<file path="src/rtl/dm_arbiter.sv">
// Data-memory arbiter: CPU MEM stage (port c) vs DMA/debug loader (port d) with
// starvation promotion and bounded burst locking. Statistics counters: DM_ARB_STATS_EN.
module dm_arbiter #(
   parameter int ADDR_W   = 7,
   parameter int DATA_W   = 32,
   parameter int MAX_WAIT = 4,
   parameter int MAX_LOCK = 8
) (
   input  logic              clk,
   input  logic              reset,
   input  logic              c_req,
   input  logic              c_wr,
   input  logic [ADDR_W-1:0] c_addr,
   input  logic [DATA_W-1:0] c_wdata,
   output logic              c_gnt,
   output logic              c_stall,
   output logic [DATA_W-1:0] c_rdata,
   input  logic              d_req,
   input  logic              d_wr,
   input  logic              d_lock,
   input  logic [ADDR_W-1:0] d_addr,
   input  logic [DATA_W-1:0] d_wdata,
   output logic              d_gnt,
   output logic [DATA_W-1:0] d_rdata,
   output logic [ADDR_W-1:0] dm_addr,
   output logic              dm_rd,
   output logic              dm_wr,
   output logic [DATA_W-1:0] dm_wdata,
   input  logic [DATA_W-1:0] dm_rdata,
   output logic [15:0]       stat_conflicts,
   output logic [15:0]       stat_promotions
);

   // state | meaning
   // NORMAL | CPU has priority; DMA wins only when promoted
   // LOCKED | DMA owns the memory for a burst
   localparam logic [0:0] ST_NORMAL = 1'b0;
   localparam logic [0:0] ST_LOCKED = 1'b1;

   localparam logic [3:0] MAX_WAIT_C = 4'(MAX_WAIT);
   localparam logic [7:0] MAX_LOCK_C = 8'(MAX_LOCK);

   logic [0:0] state_q, state_d;
   logic [3:0] wcnt_q, wcnt_d;
   logic [7:0] lcnt_q, lcnt_d;
   logic       force_q, force_d;
   logic       promote, lock_full;

   assign promote   = (wcnt_q >= MAX_WAIT_C);
   assign lock_full = (lcnt_q == MAX_LOCK_C);

   always_comb begin
      c_gnt = 1'b0;
      d_gnt = 1'b0;
      if (!reset) begin
         if (state_q == ST_LOCKED) begin
            d_gnt = d_req & d_lock & ~(lock_full & c_req);
         end else if (!force_q && promote && d_req) begin
            d_gnt = 1'b1;
         end else begin
            c_gnt = c_req;
            d_gnt = d_req & ~c_req;
         end
      end
   end

   always_comb begin
      state_d = state_q;
      lcnt_d  = lcnt_q;
      force_d = 1'b0;
      if (state_q == ST_LOCKED) begin
         if (d_gnt) begin
            lcnt_d = lock_full ? lcnt_q : lcnt_q + 8'd1;
         end else begin
            state_d = ST_NORMAL;
            lcnt_d  = 8'd0;
            // Still wanting the lock here means the burst hit its limit with the CPU waiting
            force_d = d_req & d_lock;
         end
      end else if (d_gnt && d_lock && !force_q) begin
         state_d = ST_LOCKED;
         lcnt_d  = 8'd1;
      end
      if (d_req && !d_gnt) wcnt_d = (wcnt_q == 4'hF) ? wcnt_q : wcnt_q + 4'd1;
      else                 wcnt_d = 4'd0;
   end

   always_ff @(posedge clk) begin
      if (reset) begin
         state_q <= ST_NORMAL;
         wcnt_q  <= 4'd0;
         lcnt_q  <= 8'd0;
         force_q <= 1'b0;
      end else begin
         state_q <= state_d;
         wcnt_q  <= wcnt_d;
         lcnt_q  <= lcnt_d;
         force_q <= force_d;
      end
   end

   assign c_stall  = c_req & ~c_gnt;
   assign dm_wr    = (c_gnt & c_wr) | (d_gnt & d_wr);
   assign dm_rd    = (c_gnt & ~c_wr) | (d_gnt & ~d_wr);
   assign dm_addr  = d_gnt ? d_addr  : (c_gnt ? c_addr  : '0);
   assign dm_wdata = d_gnt ? d_wdata : (c_gnt ? c_wdata : '0);
   assign c_rdata  = dm_rdata;
   assign d_rdata  = dm_rdata;

`ifdef DM_ARB_STATS_EN
   logic [15:0] conf_q, prom_q;
   logic        promo_win;

   assign promo_win = ~reset & (state_q == ST_NORMAL) & ~force_q & promote & d_req;

   always_ff @(posedge clk) begin
      if (reset) begin
         conf_q <= 16'd0;
         prom_q <= 16'd0;
      end else begin
         if (c_req && d_req && conf_q != 16'hFFFF) conf_q <= conf_q + 16'd1;
         if (promo_win && prom_q != 16'hFFFF)      prom_q <= prom_q + 16'd1;
      end
   end

   assign stat_conflicts  = conf_q;
   assign stat_promotions = prom_q;
`else
   assign stat_conflicts  = 16'd0;
   assign stat_promotions = 16'd0;
`endif

endmodule

</file>
<file path="config.mk">
export PLATFORM = sky130hd
export DESIGN_NAME = dm_arbiter
export DESIGN_NICKNAME = d
export VERILOG_FILES = /design/src/rtl/dm_arbiter.sv
export SDC_FILE = /design/constraint.sdc
export NUM_CORES = 1
export LEC_CHECK = 0
export BUFFER_PORTS_ARGS = -buffer_cell sky130_fd_sc_hd__buf_2
export CAP_MARGIN = 25
export CORE_ASPECT_RATIO = 0.8
export CORE_MARGIN = 8
export CORE_UTILIZATION = 30
export DETAILED_ROUTE_END_ITERATION = 16
export PLACE_DENSITY = 0.84
export SYNTH_ARGS = -nofsm -noshare
export SYNTH_HDL_FRONTEND = slang
export SYNTH_SLANG_ARGS = --single-unit
</file>
<file path="constraint.sdc">
create_clock -name clk -period 1.7 [get_ports clk]
set_input_delay 0.085 -clock clk [delete_from_list [all_inputs] [get_ports clk]]
set_output_delay 0.085 -clock clk [all_outputs]
set_load 0.005 [all_outputs]
</file>
==> reports/results.tsv <==
metric	value	unit
status	complete, but fails checks	
failing checks	negative setup slack	
Critical Path Start	lcnt_q[4]	
Vias	2180	
Crit. End Element	output pin	
drt pass-1 iters	4	
FF/Latch Area	285	um^2
die area	0.00966	mm^2
clk sink count	14	
Yosys reg bits	14	
RSZ-0062 raised after global routing	true	
hold_buf cts	0	
CTS buffer count	3	
Seq/Total Area, Yosys	13.8	%
Ports	257	
Design Area, Final	0.00263	mm^2
Rows	26	
top post-synthesis cells by count	96 x buf_4, 40 x a22o_1, 14 x dfxtp_1, 9 x nand2_1, 8 x nand3_1	
worst-case clock buffer depth	2	
synthesized area per cell	8.11	um^2
Crit Path Category	flip-flop to output pin	
port bufs	128	
Critical Path RT	1.62	ns
Core Area	0.00647	mm^2
EDFF count, synth	0	
vias per cell	5.07	
r2r endpoint	wcnt_q[2]	
cells after synthesis	250	
Critical Path Start Type	flip-flop	
nets	468	
Async S/R FF share, synth	0	%
placer congestion estimate	0.873	
Core Util, Final	40.6	%
WL final	8.81	mm
Final ANT Viol Nets	0	
CP Capture Point	dm_wdata[13]	
Starting Density	31.3	%
share of layout cells above drive strength 1	56.1	%
synth top area cells	buf_4 36%, a22o_1 17%, dfxtp_1 14%	
Synth warnings	0	
initial DRC count	145	
CP Data Arrival Time	2.02	ns
vias in the first global route	2226	
Pins Over Slew Limit	0	
top-count cell post-synth	buf_4	
TritonCTS clock tree	yes	
LEAKAGE	0.00134	uW
DR WL/cell	20.5	um
Post-Syn Area	0.00203	mm^2
final setup fails	49	
HPWL Detailed	6.50	mm
overflow left after global routing	0	
Area Growth Syn to Fin	29.6	%
worst min path class	primary input to flip-flop	
Final Hold Viols	0	
maxcap violations	0	
Yosys top cell area share	35.5	%
Fmax	476	MHz
reg2reg path depth	6	
Place WS	-0.495	ns
drt drc	0	
# fillers	644	
Multi-input gate area	0.00120	mm^2
H-tree levels	1	
clk_skew	0.00382	ns
ant diodes	0	
Reg clk slew, reported paths	0.06	ns
largest net degree at the start of global routing	19	
Final Worst Setup Slack	-0.402	ns
Final min period	2.10	ns
first-pass GRT wire length	12.1	mm
Clock Root Buffer	clkbuf_8	
Tcrit/Tclk final	124	%
reg2reg start	lcnt_q[4]	
Cell variety after synth	48	
initial antenna violation count	0	
area leader, netlist	buf_4	
Worst VDD drop	0.207	mV
flop-to-flop setup slack	-0.15	ns
Top FF cell, synth	dfxtp_1	
Die Ht	89.5	um
Critical Path Fanout Max	7	
Cell Pwr Density	412	mW/mm^2
clock latency on the worst-skew pair	0.25	ns
Total GRT Usage	15.9	%
Post-DP Area	0.00231	mm^2
die width	108	um
-- per-stage QoR --
stage | TNS, ns | hold WS (ns) | total power, uW | instances
after floorplan | 0 | 0.213 | 682 | 281
after global placement | -13.31 | 0.170 | 724 | 413
after detailed placement | -16.73 | 0.170 | 730 | 413
after CTS | -15.30 | 0.108 | 1070 | 428
after global routing | -18.45 | 0.113 | 1140 | 430
final | -15.77 | 0.111 | 1080 | 430
-- kinds of logic (layout without fill, tap and decap cells) --
family / after synthesis / count (layout) / share of synthesized area, %
AOI/OAI and AO/OA: 67 / 72 / 27.5
xor gates and xnor gates: 1 / 1 / 0.432
adders and majority gates: 3 / 3 / 1.85
buffers and inverters: 110 / 170 / 39.9
DFF: 14 / 14 / 13.8
muxes: 1 / 1 / 0.494
other: 1 / 32 / 0.185
and+or+nand+nor: 53 / 53 / 15.9
-- routing by layer --
layer  track usage, %  routed length [um]
met1             19.2                3490
met2             25.0                4270
met3             6.41                 906
met5                0                   0
met4             5.53                 144
-- registers in the layout, summed over array words and instances (netlist names) --
register  flops
lcnt_q        8
wcnt_q        4
force_q       1
state_q       1
-- area by class of cell --
| cell class | instances | share of cell area [%] |
|---|---|---|
| multi-input combinational | 162 | 45.7 |
| timing repair buffer | 163 | 37.3 |
| sequential | 14 | 10.9 |
| tap | 84 | 4.00 |
| clock buffer | 3 | 1.57 |
| inverter | 4 | 0.571 |
-- critical path, cell delays in order, from the launching register on --
cell	delay, ns
dfxtp_2	0.32
or4b_4	0.56
o21ai_4	0.19
buf_12	0.16
a21oi_4	0.10
a22o_1	0.29
buf_2	0.15
-- power breakdown --
group | leakage (uW) | internal, uW | switching [uW] | total (uW)
clock | 0.0000216 | 157 | 125 | 282
sequential | 0.000115 | 333 | 3.95 | 337
combinational | 0.00120 | 241 | 225 | 466
total | 0.00134 | 731 | 353 | 1080
-- repair_timing --
action,CTS,global route
gates cloned,8,0
resized for setup,20,9
setup endpoints to repair,46,57
buffers inserted,4,2
pin swaps,38,5
-- cells in the final DEF, fill, tap and decap left out, drive strengths merged, types with 2 or more instances in the layout --
cell,instances
or3,3
a21oi,9
o31ai,2
nor3,4
dfxtp,14
nand2b,3
conb,32
nor2,6
inv,4
clkbuf,3
a22o,40
nor2b,3
nor3b,2
nand4b,3
o21ai,7
ha,3
nand3,8
a31oi,4
nand2,9
buf,162
-- worst min path at each step --
stage,start,endpoint,slack [ns],depth (start not counted)
floorplan,d_lock,force_q,0.21,2
global placement,dm_rdata[10],d_rdata[10],0.17,0
detailed placement,dm_rdata[10],d_rdata[10],0.17,0
CTS,d_lock,force_q,0.11,3
global route,d_lock,force_q,0.11,3
finish,d_lock,force_q,0.11,3
Note: power is estimated with default switching activity, not from simulation.
